`config.mk`:
```
export PLATFORM = sky130hd
export DESIGN_NAME = mem_ctrl_flat
export DESIGN_NICKNAME = d
export VERILOG_FILES = /design/src/rtl/mem_ctrl_if.sv /design/src/rtl/mem_ctrl.sv /design/src/flat_wrapper.sv
export SDC_FILE = /design/constraint.sdc
export NUM_CORES = 1
export LEC_CHECK = 0
export ABC_AREA = 1
export CORE_MARGIN = 3
export CORE_UTILIZATION = 40
export DETAILED_ROUTE_END_ITERATION = 7
export PLACE_DENSITY_LB_ADDON = 0.2
export SLEW_MARGIN = 10
export SYNTH_ARGS = -nofsm -noshare
export SYNTH_HDL_FRONTEND = slang
export SYNTH_SLANG_ARGS = --single-unit
```
`constraint.sdc`:
```
create_clock -name clk -period 6.3 [get_ports clk]
set_input_delay 1.575 -clock clk [delete_from_list [all_inputs] [get_ports clk]]
set_output_delay 1.575 -clock clk [all_outputs]
set_load 0.02 [all_outputs]
```
`src/rtl/mem_ctrl_if.sv`:
```
// Bus bundle for mem_ctrl: fetch port, load/store port and the byte-wide RAM port.
// The controller uses the slave view; the requester/RAM side uses the master view.
interface mem_ctrl_if;
  logic        if_read;
  logic [31:0] if_addr;
  logic        if_ready;
  logic [31:0] if_data;
  logic        mem_read;
  logic        mem_write;
  logic [31:0] mem_addr;
  logic [1:0]  mem_len;
  logic [31:0] mem_wdata;
  logic        mem_ready;
  logic [31:0] mem_rdata;
  logic [31:0] ram_addr;
  logic        ram_wr;
  logic [7:0]  ram_dout;
  logic [7:0]  ram_din;

  modport slave (
    input  if_read, if_addr, mem_read, mem_write, mem_addr, mem_len, mem_wdata, ram_din,
    output if_ready, if_data, mem_ready, mem_rdata, ram_addr, ram_wr, ram_dout
  );

  modport master (
    output if_read, if_addr, mem_read, mem_write, mem_addr, mem_len, mem_wdata, ram_din,
    input  if_ready, if_data, mem_ready, mem_rdata, ram_addr, ram_wr, ram_dout
  );
endinterface

```
`src/rtl/mem_ctrl.sv`:
```
// Arbitrates an instruction-fetch port and a load/store port onto a byte-wide RAM
// with one-cycle read latency; MEM wins contention, transfers are never preempted.
module mem_ctrl (
  input  logic       clk,
  input  logic       reset,
  mem_ctrl_if.slave  bus
);
  typedef enum logic [2:0] {IDLE, IF_RD, MEM_RD, MEM_WR, DONE} state_e;

  state_e      state_q, state_d;
  logic [31:0] base_q, base_d;
  logic [2:0]  nbytes_q, nbytes_d;
  logic [31:0] wdata_q, wdata_d;
  logic [2:0]  cnt_q, cnt_d;
  logic [31:0] buf_q, buf_d;
  logic        is_mem_q, is_mem_d;
  logic [31:0] if_data_q, if_data_d;
  logic [31:0] mem_rdata_q, mem_rdata_d;
  logic [31:0] rd_data;
  logic [2:0]  mem_nbytes;

  assign mem_nbytes = (bus.mem_len == 2'd0) ? 3'd1 : (bus.mem_len == 2'd1) ? 3'd2 : 3'd4;

  always_comb begin
    state_d     = state_q;
    base_d      = base_q;
    nbytes_d    = nbytes_q;
    wdata_d     = wdata_q;
    cnt_d       = cnt_q;
    buf_d       = buf_q;
    is_mem_d    = is_mem_q;
    if_data_d   = if_data_q;
    mem_rdata_d = mem_rdata_q;
    bus.ram_addr = '0;
    bus.ram_wr   = 1'b0;
    bus.ram_dout = '0;
    // ram_din carries the byte addressed in the previous cycle, i.e. byte cnt-1
    rd_data = buf_q;
    for (int i = 0; i < 4; i++)
      if (cnt_q == 3'(i + 1)) rd_data[8*i +: 8] = bus.ram_din;

    case (state_q)
      IDLE: begin
        cnt_d = '0;
        buf_d = '0;
        if (bus.mem_write || bus.mem_read) begin
          state_d  = bus.mem_write ? MEM_WR : MEM_RD;
          base_d   = bus.mem_addr;
          nbytes_d = mem_nbytes;
          wdata_d  = bus.mem_wdata;
          is_mem_d = 1'b1;
        end else if (bus.if_read) begin
          state_d  = IF_RD;
          base_d   = bus.if_addr;
          nbytes_d = 3'd4;
          is_mem_d = 1'b0;
        end
      end
      IF_RD, MEM_RD: begin
        if (cnt_q < nbytes_q) bus.ram_addr = base_q + 32'(cnt_q);
        if (state_q == IF_RD && !bus.if_read) begin
          state_d = IDLE;
        end else begin
          cnt_d = cnt_q + 3'd1;
          if (cnt_q != '0) buf_d = rd_data;
          if (cnt_q == nbytes_q) begin
            state_d = DONE;
            if (is_mem_q) mem_rdata_d = rd_data;
            else          if_data_d   = rd_data;
          end
        end
      end
      MEM_WR: begin
        bus.ram_addr = base_q + 32'(cnt_q);
        bus.ram_wr   = !reset;
        bus.ram_dout = 8'(wdata_q >> {cnt_q[1:0], 3'b000});
        cnt_d        = cnt_q + 3'd1;
        if (cnt_q == nbytes_q - 3'd1) state_d = DONE;
      end
      DONE:    state_d = IDLE;
      default: state_d = IDLE;
    endcase
  end

  assign bus.if_ready  = (state_q == DONE) && !is_mem_q && !reset;
  assign bus.mem_ready = (state_q == DONE) &&  is_mem_q && !reset;
  assign bus.if_data   = if_data_q;
  assign bus.mem_rdata = mem_rdata_q;

  always_ff @(posedge clk) begin
    if (reset) begin
      state_q     <= IDLE;
      base_q      <= '0;
      nbytes_q    <= '0;
      wdata_q     <= '0;
      cnt_q       <= '0;
      buf_q       <= '0;
      is_mem_q    <= 1'b0;
      if_data_q   <= '0;
      mem_rdata_q <= '0;
    end else begin
      state_q     <= state_d;
      base_q      <= base_d;
      nbytes_q    <= nbytes_d;
      wdata_q     <= wdata_d;
      cnt_q       <= cnt_d;
      buf_q       <= buf_d;
      is_mem_q    <= is_mem_d;
      if_data_q   <= if_data_d;
      mem_rdata_q <= mem_rdata_d;
    end
  end
endmodule
```
`src/flat_wrapper.sv`:
```
// flat-port wrapper written by rule: the top's interface ports become plain ports
module mem_ctrl_flat 
  (clk, reset, bus_if_read, bus_if_addr, bus_mem_read, bus_mem_write, bus_mem_addr, bus_mem_len, bus_mem_wdata, bus_ram_din, bus_if_ready, bus_if_data, bus_mem_ready, bus_mem_rdata, bus_ram_addr, bus_ram_wr, bus_ram_dout);
  mem_ctrl_if bus_i ();
  input  logic clk;
  input  logic reset;
  input wire logic [$bits(bus_i.if_read)-1:0] bus_if_read;
  input wire logic [$bits(bus_i.if_addr)-1:0] bus_if_addr;
  input wire logic [$bits(bus_i.mem_read)-1:0] bus_mem_read;
  input wire logic [$bits(bus_i.mem_write)-1:0] bus_mem_write;
  input wire logic [$bits(bus_i.mem_addr)-1:0] bus_mem_addr;
  input wire logic [$bits(bus_i.mem_len)-1:0] bus_mem_len;
  input wire logic [$bits(bus_i.mem_wdata)-1:0] bus_mem_wdata;
  input wire logic [$bits(bus_i.ram_din)-1:0] bus_ram_din;
  output wire logic [$bits(bus_i.if_ready)-1:0] bus_if_ready;
  output wire logic [$bits(bus_i.if_data)-1:0] bus_if_data;
  output wire logic [$bits(bus_i.mem_ready)-1:0] bus_mem_ready;
  output wire logic [$bits(bus_i.mem_rdata)-1:0] bus_mem_rdata;
  output wire logic [$bits(bus_i.ram_addr)-1:0] bus_ram_addr;
  output wire logic [$bits(bus_i.ram_wr)-1:0] bus_ram_wr;
  output wire logic [$bits(bus_i.ram_dout)-1:0] bus_ram_dout;
  assign bus_i.if_read = bus_if_read;
  assign bus_i.if_addr = bus_if_addr;
  assign bus_i.mem_read = bus_mem_read;
  assign bus_i.mem_write = bus_mem_write;
  assign bus_i.mem_addr = bus_mem_addr;
  assign bus_i.mem_len = bus_mem_len;
  assign bus_i.mem_wdata = bus_mem_wdata;
  assign bus_i.ram_din = bus_ram_din;
  assign bus_if_ready = bus_i.if_ready;
  assign bus_if_data = bus_i.if_data;
  assign bus_mem_ready = bus_i.mem_ready;
  assign bus_mem_rdata = bus_i.mem_rdata;
  assign bus_ram_addr = bus_i.ram_addr;
  assign bus_ram_wr = bus_i.ram_wr;
  assign bus_ram_dout = bus_i.ram_dout;
  mem_ctrl u_core (.clk(clk), .reset(reset), .bus(bus_i));
endmodule
```
==> results of run 1 <==
flip-flops by register name (all words and copies together) (netlist names):
name	flops
u_core.bus.mem_rdata	32
u_core.base_q	32
u_core.buf_q	32
u_core.is_mem_q	1
u_core.nbytes_q	3
u_core.state_q	3
u_core.bus.if_data	32
u_core.wdata_q	32
u_core.cnt_q	3
path summary, 6_finish.rpt:
path	cells after the start	from	endpoint
max	8	u_core.cnt_q[1]	bus_ram_addr[24]
min	2	u_core.wdata_q[9]	u_core.wdata_q[9]
max reg2reg	9	u_core.cnt_q[0]	u_core.bus.if_data[12]
min reg2reg	2	u_core.wdata_q[9]	u_core.wdata_q[9]
layout by cell type, fill, tap and decap left out, drive strengths merged:
cell             n
a21oi          151
nor2           160
nand3b           2
a31oi           32
bufinv           1
inv            127
xor2             9
clkinv           6
a211oi           1
clkbuf          18
clkdlybuf4s50  216
xnor2            5
nand2          342
nor3             6
nand3           91
fa               1
nand4            1
buf             13
or2              1
clkinvlp         3
o21ai          119
diode            1
ha              12
o21a             1
dfxtp          170
area by class of cell:
| cell class | instances | area (um2) | area share |
|---|---|---|---|
| multi-input combinational | 934 | 4323 | 0.3798 |
| sequential | 170 | 3403 | 0.2990 |
| antenna | 1 | 2.502 | 0.0002199 |
| timing repair buffer | 229 | 2257 | 0.1983 |
| inverter | 123 | 461.7 | 0.04056 |
| clock buffer | 18 | 439.2 | 0.03858 |
| tap | 270 | 337.8 | 0.02968 |
| clock inverter | 14 | 157.7 | 0.01385 |
power groups by stage:
stage / Sequential, mW / Combinational (mW) / Clock, mW
2_1_floorplan: 1.63 / 1.70 / 0
3_3_place_gp: 1.67 / 2.24 / 0
3_5_place_dp: 1.68 / 2.27 / 0
4_1_cts: 1.66 / 2.28 / 1.08
5_1_grt: 1.70 / 2.57 / 1.13
6_report: 1.66 / 2.28 / 1.06
stage by stage:
step / instances / power [mW] / setup slack, ps
2_1_floorplan: 1303 / 3.331 / 2354
3_3_place_gp: 1726 / 3.911 / 1450
3_5_place_dp: 1726 / 3.943 / 1411
4_1_cts: 1758 / 5.015 / 905.4
5_1_grt: 1759 / 5.407 / 637.7
6_report: 1759 / 4.999 / 923.1
worst max-delay path, delay by kind of cell, from the launching register on:
| kind | cells | cell delay (ps) |
|---|---|---|
| DFF | 1 | 670 |
| buffers and inverters | 2 | 1070 |
| and+or+nand+nor | 3 | 620 |
| adders and majority gates | 1 | 630 |
| AOI/OAI and AO/OA | 2 | 380 |
logic make-up (layout without fill, tap and decap cells):
group           Yosys count  in the layout  share of synthesized area
buf+inv                 199            384                    0.09802
fa+ha+maj                13             13                    0.01990
flops                   170            170                     0.3980
compound gates          304            304                     0.1862
other cells               0              1                          0
xor+xnor                 14             14                    0.01434
simple gates            603            603                     0.2835
cells in the mapped netlist (2+ instances only):
| cell type | number | share of area |
|---|---|---|
| buf_4 | 4 | 0.0035 |
| buf_2 | 25 | 0.015 |
| nand3b_1 | 2 | 0.0018 |
| a21oi_1 | 149 | 0.087 |
| xnor2_1 | 5 | 0.0051 |
| inv_1 | 117 | 0.051 |
| nand2_1 | 340 | 0.15 |
| nand2_2 | 2 | 0.0015 |
| nor3_1 | 5 | 0.0029 |
| inv_2 | 3 | 0.0013 |
| nand3_1 | 90 | 0.053 |
| nor2_2 | 2 | 0.0015 |
| xor2_1 | 9 | 0.0092 |
| dfxtp_1 | 170 | 0.40 |
| clkbuf_1 | 39 | 0.017 |
| a31oi_1 | 32 | 0.023 |
| buf_1 | 2 | 0.00088 |
| o21ai_1 | 6 | 0.0035 |
| clkinv_1 | 3 | 0.0013 |
| o21ai_0 | 112 | 0.066 |
| ha_1 | 12 | 0.018 |
| nor2_1 | 157 | 0.069 |
| buf_6 | 6 | 0.0079 |
layer usage:
metal  global-route usage  vias up  wire length (um)
met4              0.07063        0               678
met1               0.2865     3953             11640
met2               0.3497      301             11950
li1                     -     4543                 -
met5                    0        -                 0
met3              0.05112       51              1720
==> metrics.cfg, run 1 <==
[timing]
fin_tns_setup_ps=0
min_period_ps=5377
slew_headroom=0.2380
finalHoldViolCount=0
worstMarginPinSlew_ps=1140
finalCritPeriodShare=0.8535
slew_violations=0
setup_viol=0
max_freq_mhz=186.0
rsz0062_at_grt=false
fin_hold_ws_ps=457.6
finClkSkew_ps=12.22

[layout]
fillers=2063
syn_to_final_growth_pct=33.09
final_layout_size_suffix_gt1_frac=0.04167
nets=1599
stdcell_area_mm2=0.01138
fin_util=0.5519

[power_and_ir_drop]
clockPowerShare=0.212
power_density_mw_per_mm2=439.2
power.switching_mw=2.253
switching_share=0.4507
p_seq_frac=0.332
internal_power_mw=2.746
power_leakage_nw=4.377
combPwrFrac=0.456
peakVddDrop_mv=0.2176

[detailed_routing]
via_count=8848
drt_iter0_drc=556
drc=0
detail_route.vias_per_cell=5.030
wl_per_cell_um=14.78
ant_nets=0
drt-total-wl_um=25990
first_pass_iters=5

[global_route]
antenna_found_initial=1
grt_pass1_wl_um=41530
overflow=0
grtUsageTotal=0.2164
grt_max_degree=98
grt_pass1_vias=8008

[run_status]
outcome=completed

[yosys]
synth_edf_count=0
ys_seq_elements=170
synth_cell_type_count=34
async_reset_ff_frac=0
syn_inst=1303
synth_area_per_cell_um2=6.563
ys_seq_area_frac=0.3980
syn-cell-area_mm2=0.008552
yosysWarningCount=0
synth_top_flop_cell=dfxtp_1
synthesis.nets=1427

[floorplanning]
pin_count=218
die_area_mm2=0.02317
die_h_um=152.2
core-area_mm2=0.02062
num_rows=52
die_w_um=152.2
initial_utilization=0.4146

[clock_tree]
cts-resized-gates=0
clk_pin_slew_worst_paths_ps=70
cts_tree=done
holdBufCountCts=0
cts_max_path_buffers=2
clk_latency_ps=430
numClockSinks=170
cts_made_buffers=17
ctsHtreeMaxLevel=4
cts_setup_buffers=0
cts_root_buffer=clkbuf_16

[critical_path]
end_kind=output pin
cpMostUsedCell=nor2_1
arrival_ps=3800
cp.required_ps=4720
critical_path.startpoint_type=flop
worstPathMaxFanout=16
cpMaxStageDelayCell=dfxtp_1
path_cells=clkinv_1 > fa_1 > o21ai_4 > nand3_1 > nor2_1 > a21oi_1 > nor2_1 > clkdlybuf4s50_1
max_stage_delay_ps=670
ff2ff_setup_slack_ps=2650
path_class=reg -> out

[hold_path]
min_path_type=reg -> reg

[place]
placed_cell_area_mm2=0.01078
portBuffers=217
place.gp.congestion=0.8980
dp_hpwl_um=18180

[run]
maxCapViolCount=0

(Power assumes the default switching activity.)
==> inputs of run 2 (changes only) <==
--- a/constraint.sdc
+++ b/constraint.sdc
@@ -3,2 +3,2 @@
 set_output_delay 1.575 -clock clk [all_outputs]
-set_load 0.02 [all_outputs]
+set_load 0.05 [all_outputs]
==> run 2 against run 1 <==
  * Global-route usage about the same
  * Worst setup slack got worse by 200 ps
  * Sequential power about the same
  * Maximum frequency decreased by 3.5%
  * Sequential cell count unchanged
  * Non-clock buffer count unchanged
  * Clock power increased by 12%
  * Count of clock-buffer cells in the layout unchanged
  * Die area unchanged
  * Utilization increased by 0.31 points
  * Critical path type unchanged
  * Critical endpoint unchanged
  * Largest cell class unchanged
  * Largest power group unchanged
  * Highest routed layer is now met5
==> metrics.cfg, run 2 (synthesis results as in run 1) <==
[detailed_routing]
detail_route.vias_per_cell=5.050  ; was 5.030
via_count=8883  ; was 8848
drc=0  ; unchanged
drt_iter0_drc=594  ; was 556
wl_per_cell_um=14.89  ; was 14.78 um
drt-total-wl_um=26200  ; was 25990 um
ant_nets=0  ; unchanged
first_pass_iters=5  ; unchanged

[clock_tree]
clk_pin_slew_worst_paths_ps=70  ; about the same
ctsHtreeMaxLevel=4  ; unchanged
holdBufCountCts=0  ; unchanged
cts_root_buffer=clkbuf_16  ; unchanged
cts_setup_buffers=0  ; unchanged
numClockSinks=170  ; unchanged
cts_tree=done  ; unchanged
clk_latency_ps=430  ; about the same
cts_made_buffers=17  ; unchanged
cts-resized-gates=0  ; unchanged
cts_max_path_buffers=2  ; unchanged

[critical_path]
arrival_ps=4000  ; was 3800 ps
startpoint=u_core.cnt_q[1]  ; unchanged
rr_endpoint=u_core.bus.if_data[1]  ; was u_core.bus.if_data[12]
worstPathMaxFanout=16  ; unchanged
cp.required_ps=4720  ; about the same
path_class=reg -> out  ; unchanged
crit_end=bus_ram_addr[24]  ; unchanged
worstReg2RegStart=u_core.cnt_q[0]  ; unchanged
ff2ff_setup_slack_ps=3010  ; was 2650 ps
reg2reg_depth=9  ; unchanged
critical_path.startpoint_type=flop  ; unchanged
end_kind=output pin  ; unchanged

[hold_path]
min_path_type=reg -> reg  ; unchanged
min_from=u_core.wdata_q[12]  ; was u_core.wdata_q[9]

[run_status]
outcome=completed  ; unchanged

[layout]
final_layout_size_suffix_gt1_frac=0.04099  ; was 0.04167
fin_util=0.5550  ; was 0.5519
stdcell_area_mm2=0.01145  ; was 0.01138 mm2
final_common_cell=nand2_1  ; unchanged
layout_common_cells=nand2_1, clkdlybuf4s50_1, dfxtp_1  ; unchanged
nets=1599  ; unchanged
syn_to_final_growth_pct=33.84  ; was 33.09%

[floorplanning]
initial_utilization=0.4146  ; unchanged
die_h_um=152.2  ; unchanged
die_area_mm2=0.02317  ; unchanged
die_w_um=152.2  ; unchanged
pin_count=218  ; unchanged
num_rows=52  ; unchanged
core-area_mm2=0.02062  ; unchanged

[place]
dp_hpwl_um=18230  ; was 18180 um
portBuffers=217  ; unchanged
place.gp.congestion=0.8905  ; was 0.8980
placed_cell_area_mm2=0.01078  ; unchanged

[timing]
worstMarginPinSlew_ps=1193  ; was 1140 ps
max_freq_mhz=179.4  ; was 186.0 MHz
finalHoldViolCount=0  ; unchanged
finalCritPeriodShare=0.8848  ; was 0.8535
min_period_ps=5574  ; was 5377 ps
fin_tns_setup_ps=0  ; unchanged
setup_viol=0  ; unchanged
slew_headroom=0.2027  ; was 0.2380
slew_violations=0  ; unchanged
rsz0062_at_grt=false  ; unchanged
finClkSkew_ps=6.836  ; was 12.22 ps

[global_route]
grt_pass1_wl_um=41830  ; was 41530 um
overflow=0  ; unchanged
antenna_found_initial=2  ; was 1
grt_max_degree=98  ; unchanged
grt_pass1_vias=8179  ; was 8008
grtUsageTotal=0.2167  ; was 0.2164

[run]
maxCapViolCount=0  ; unchanged

[power_and_ir_drop]
power.switching_mw=2.424  ; was 2.253 mW
power_density_mw_per_mm2=464.0  ; was 439.2 mW/mm2
power_leakage_nw=4.415  ; was 4.377 nW
peakVddDrop_mv=0.3806  ; was 0.2176 mV
clockPowerShare=0.223  ; was 0.212
p_seq_frac=0.314  ; was 0.332
switching_share=0.4564  ; was 0.4507
internal_power_mw=2.888  ; was 2.746 mW
combPwrFrac=0.463  ; was 0.456

==> run 2: cell types whose count changed in the layout (fill, tap and decap cells not counted), sizes merged <==
cell | before | now
inv | 127 | 128
clkinv | 6 | 3
clkinvlp | 3 | 1
bufinv | 1 | 5
==> run 2: stage by stage <==
stage	cells	power, mW	worst slack [ps]	hold WS [ps]
2_1_floorplan	1303	3.515	1945	429.7
3_3_place_gp	1726	4.088	1252	443.4
3_5_place_dp	1726	4.132	1202	449.6
4_1_cts	1758	5.326	727.9	460.0
5_1_grt	1759	5.713	488.2	480.0
6_report	1759	5.311	725.6	453.8
==> run 2: layout make-up <==
type / count / area [um2]
antenna: 1 / 2.502
clock buffer: 18 / 429.2
clock inverter: 14 / 231.5
fill: 2026 / 9179
inverter: 123 / 461.7
multi-input combinational: 934 / 4323
sequential: 170 / 3403
tap: 270 / 337.8
timing repair buffer: 229 / 2257
==> run 2: worst max-delay path: stages (launching register included) <==
cell	delay (ps)
dfxtp_1	680
clkinv_1	460
fa_1	630
o21ai_4	270
nand3_1	200
nor2_1	300
a21oi_1	110
nor2_1	110
clkdlybuf4s50_1	810
==> run 2: routing by layer <==
| layer | vias to the layer above | share of wire | global-route usage |
|---|---|---|---|
| li1 | 4550 | - | - |
| met1 | 4004 | 0.44 | 0.2789 |
| met2 | 285 | 0.47 | 0.3592 |
| met3 | 42 | 0.063 | 0.04885 |
| met4 | 2 | 0.023 | 0.07491 |
| met5 | - | 0.00050 | 0 |
==> run 2: how the worst min path moves through the flow <==
stage,cells after the start,slack [ps],to
detailed placement,2,450,u_core.wdata_q[12]
global route,2,480,u_core.bus.if_data[4]
finish,2,450,u_core.wdata_q[12]
CTS,2,460,u_core.wdata_q[12]
floorplan,2,430,u_core.wdata_q[16]
global placement,2,440,u_core.wdata_q[16]
==> run 2: power by group through the flow <==
stage / Sequential [mW] / Clock [mW] / Combinational, mW
final: 1.67 / 1.19 / 2.46
after detailed placement: 1.68 / 0 / 2.45
after floorplan: 1.70 / 0 / 1.82
after CTS: 1.66 / 1.20 / 2.47
after global placement: 1.67 / 0 / 2.42
after global routing: 1.71 / 1.25 / 2.75
==> inputs of run 3 (changes only) <==
Settings changed: ABC_AREA 1 to unset.
==> run 3 against run 2 <==
  * Worst setup slack gained 100 ps
  * Final area shrank 5.5%
  * Clock skew grew 4.9 ps
  * Synthesized area shrank 6.8%
  * Combinational power shrank 7%
  * Critical path depth grew 2
  * First-iteration DRC count shrank 21%
  * Largest power group unchanged
  * Final cell count shrank 23%
  * Clock power shrank 15%
  * Total power shrank 6.7%
  * Count of clock-buffer cells in the layout grew 1
==> metrics.cfg, run 3 <==
[detailed_routing]
first_pass_iters=5  ; unchanged
wl_per_cell_um=16.49  ; was 14.89 um
drc=0  ; unchanged
ant_nets=0  ; unchanged
detail_route.vias_per_cell=5.202  ; was 5.050
drt-total-wl_um=22300  ; was 26200 um
via_count=7033  ; was 8883
drt_iter0_drc=467  ; was 594

[layout]
nets=1199  ; was 1599
final_layout_size_suffix_gt1_frac=0.09016  ; was 0.04099
stdcell_area_mm2=0.01081  ; was 0.01145 mm2
antennaDiodeCount=0  ; was 1
layout_common_cells=clkdlybuf4s50_1, dfxtp_1, nor2_1  ; was nand2_1, clkdlybuf4s50_1, dfxtp_1
final_common_cell=clkdlybuf4s50_1  ; was nand2_1
syn_to_final_growth_pct=35.59  ; was 33.84%

[critical_path]
cpMostUsedCell=a21oi_1  ; was nor2_1
reg2reg_depth=7  ; was 9
cpMaxStageDelayCell=clkdlybuf4s50_1  ; unchanged
path_class=reg -> out  ; unchanged
end_kind=output pin  ; unchanged
max_stage_delay_ps=820  ; was 810 ps
critical_path.startpoint_type=flop  ; unchanged
ff2ff_setup_slack_ps=3420  ; was 3010 ps
arrival_ps=3900  ; was 4000 ps
rr_endpoint=u_core.bus.if_data[29]  ; was u_core.bus.if_data[1]
path_cells=ha_1 > inv_1 > fa_1 > nand2b_1 > a21oi_1 > buf_4 > nand2_1 > or3_1 > a21oi_1 > clkdlybuf4s50_1  ; was clkinv_1 > fa_1 > o21ai_4 > nand3_1 > nor2_1 > a21oi_1 > nor2_1 > clkdlybuf4s50_1
worstPathMaxFanout=14  ; was 16
cp.required_ps=4720  ; about the same
worstReg2RegStart=u_core.cnt_q[0]  ; unchanged

[timing]
min_period_ps=5474  ; was 5574 ps
rsz0062_at_grt=false  ; unchanged
finalCritPeriodShare=0.8689  ; was 0.8848
finClkSkew_ps=11.70  ; was 6.836 ps
finalHoldViolCount=0  ; unchanged
setup_viol=0  ; unchanged
max_freq_mhz=182.7  ; was 179.4 MHz
worstMarginPinSlew_ps=1021  ; was 1193 ps
fin_tns_setup_ps=0  ; unchanged
slew_violations=0  ; unchanged
slew_headroom=0.3182  ; was 0.2027

[floorplanning]
die_h_um=147.2  ; was 152.2 um
initial_utilization=0.4084  ; was 0.4146
num_rows=51  ; was 52
pin_count=218  ; unchanged
core-area_mm2=0.01953  ; was 0.02062 mm2
die_area_mm2=0.02166  ; was 0.02317 mm2
die_w_um=147.2  ; was 152.2 um

[global_route]
grtUsageTotal=0.2031  ; was 0.2167
use_met3=0.06663  ; was 0.04885
grt_pass1_wl_um=35680  ; was 41830 um
overflow=0  ; unchanged
met2_usage=0.3447  ; was 0.3592
antenna_found_initial=0  ; was 2
grt_use_met1=0.2532  ; was 0.2789
grt_pass1_vias=6682  ; was 8179
top_usage_layer=met2  ; unchanged
grt_max_degree=66  ; was 98

[hold_path]
min_path_type=reg -> reg  ; unchanged
whs_path_depth=2  ; unchanged
worstHoldEndpoint=u_core.wdata_q[21]  ; was u_core.wdata_q[12]
min_from=u_core.wdata_q[21]  ; was u_core.wdata_q[12]

[place]
placed_cell_area_mm2=0.01025  ; was 0.01078 mm2
portBuffers=217  ; unchanged
place.gp.congestion=0.8295  ; was 0.8905
dp_hpwl_um=15310  ; was 18230 um

[power_and_ir_drop]
power_leakage_nw=3.671  ; was 4.415 nW
power_density_mw_per_mm2=458.4  ; was 464.0 mW/mm2
peakVddDrop_mv=0.2693  ; was 0.3806 mV

[clock_tree]
cts_max_path_buffers=2  ; unchanged
cts-resized-gates=0  ; unchanged
ctsHtreeMaxLevel=4  ; unchanged
cts_tree=done  ; unchanged
cts_root_buffer=clkbuf_16  ; unchanged
clk_latency_ps=420  ; was 430 ps
clk_pin_slew_worst_paths_ps=60  ; was 70 ps
holdBufCountCts=0  ; unchanged
cts_made_buffers=17  ; unchanged
cts_setup_buffers=0  ; unchanged
numClockSinks=170  ; unchanged

[yosys]
synth_area_per_cell_um2=8.830  ; was 6.563 um2
ys_seq_elements=170  ; unchanged
synth_top_flop_cell=dfxtp_1  ; unchanged
synth_top_area_frac=0.4268  ; was 0.3980
synth_area_leaders=dfxtp_1, nor2_1, nand2_1  ; was dfxtp_1, nand2_1, a21oi_1
synth.most_common_cell=dfxtp_1  ; was nand2_1
syn_inst=903  ; was 1303
synth_cell_type_count=49  ; was 34
synth_common_cells=dfxtp_1, nor2_1, nand2_1  ; was nand2_1, dfxtp_1, nor2_1
synth_top_cell_by_area=dfxtp_1  ; unchanged
ys_seq_area_frac=0.4268  ; was 0.3980
yosysWarningCount=0  ; unchanged
async_reset_ff_frac=0  ; unchanged
synthesis.nets=1027  ; was 1427
synth_edf_count=0  ; unchanged
syn-cell-area_mm2=0.007974  ; was 0.008552 mm2

[run_status]
outcome=completed  ; unchanged

[run]
maxCapViolCount=0  ; unchanged

## run 3: cell families (layout without fill, tap and decap cells)
| group | after synthesis | count (layout) | share of synthesized area |
|---|---|---|---|
| compound gates | 223 | 223 | 0.2161 |
| xor+xnor | 32 | 32 | 0.03515 |
| fa+ha+maj | 13 | 13 | 0.02134 |
| buf+inv | 93 | 277 | 0.05115 |
| flops | 170 | 170 | 0.4268 |
| mux | 40 | 40 | 0.06276 |
| simple gates | 332 | 332 | 0.1867 |
## run 3: worst max-delay path by stage
stage | start | to | cells after the start
floorplan | reset | bus_if_ready | 3
global placement | u_core.cnt_q[0] | bus_ram_addr[30] | 10
detailed placement | u_core.cnt_q[0] | bus_ram_addr[30] | 10
CTS | u_core.cnt_q[0] | bus_ram_addr[30] | 10
global route | u_core.cnt_q[0] | bus_ram_addr[30] | 10
finish | u_core.cnt_q[0] | bus_ram_addr[30] | 10
## run 3: stage by stage
step	cells	util	worst slack [ps]	total power, mW	hold slack (ps)
after floorplan	903	-	1257	3.301	433.1
after global placement	1321	0.5251	1263	3.953	440.6
after detailed placement	1321	0.5251	1230	3.980	443.8
after CTS	1352	0.5537	755.0	5.005	454.3
after global routing	1352	0.5537	497.9	5.272	475.8
final	1352	0.5537	825.8	4.957	453.2
## run 3: layer usage
metal  up-vias  share of wire
li1       3563              -
met1      3252           0.43
met2       200           0.49
met3        18          0.073
met4         0         0.0091
met5         -              0
## run 3: final cells by class
class	count	area, um2
fill	1859	8715
sequential	170	3403
inverter	14	52.55
timing repair buffer	232	2282
clock buffer	19	442.9
clock inverter	12	115.1
tap	265	331.6
multi-input combinational	640	4184
## run 3: worst max-delay path: cells and delay by family (launching register included)
kind | cells | cell delay [ps]
AND/OR/NAND/NOR | 3 | 620
buffers and inverters | 3 | 1070
AO/OA/AOI/OAI | 2 | 290
flip-flops | 1 | 810
adder cells (fa/ha/maj) | 2 | 670
## run 3: power breakdown
part | switching (mW) | internal [mW] | leakage (nW)
Sequential | 0.271 | 1.38 | 1.39
Combinational | 1.47 | 0.820 | 2.01
Clock | 0.450 | 0.560 | 0.278
Total | 2.19 | 2.76 | 3.67
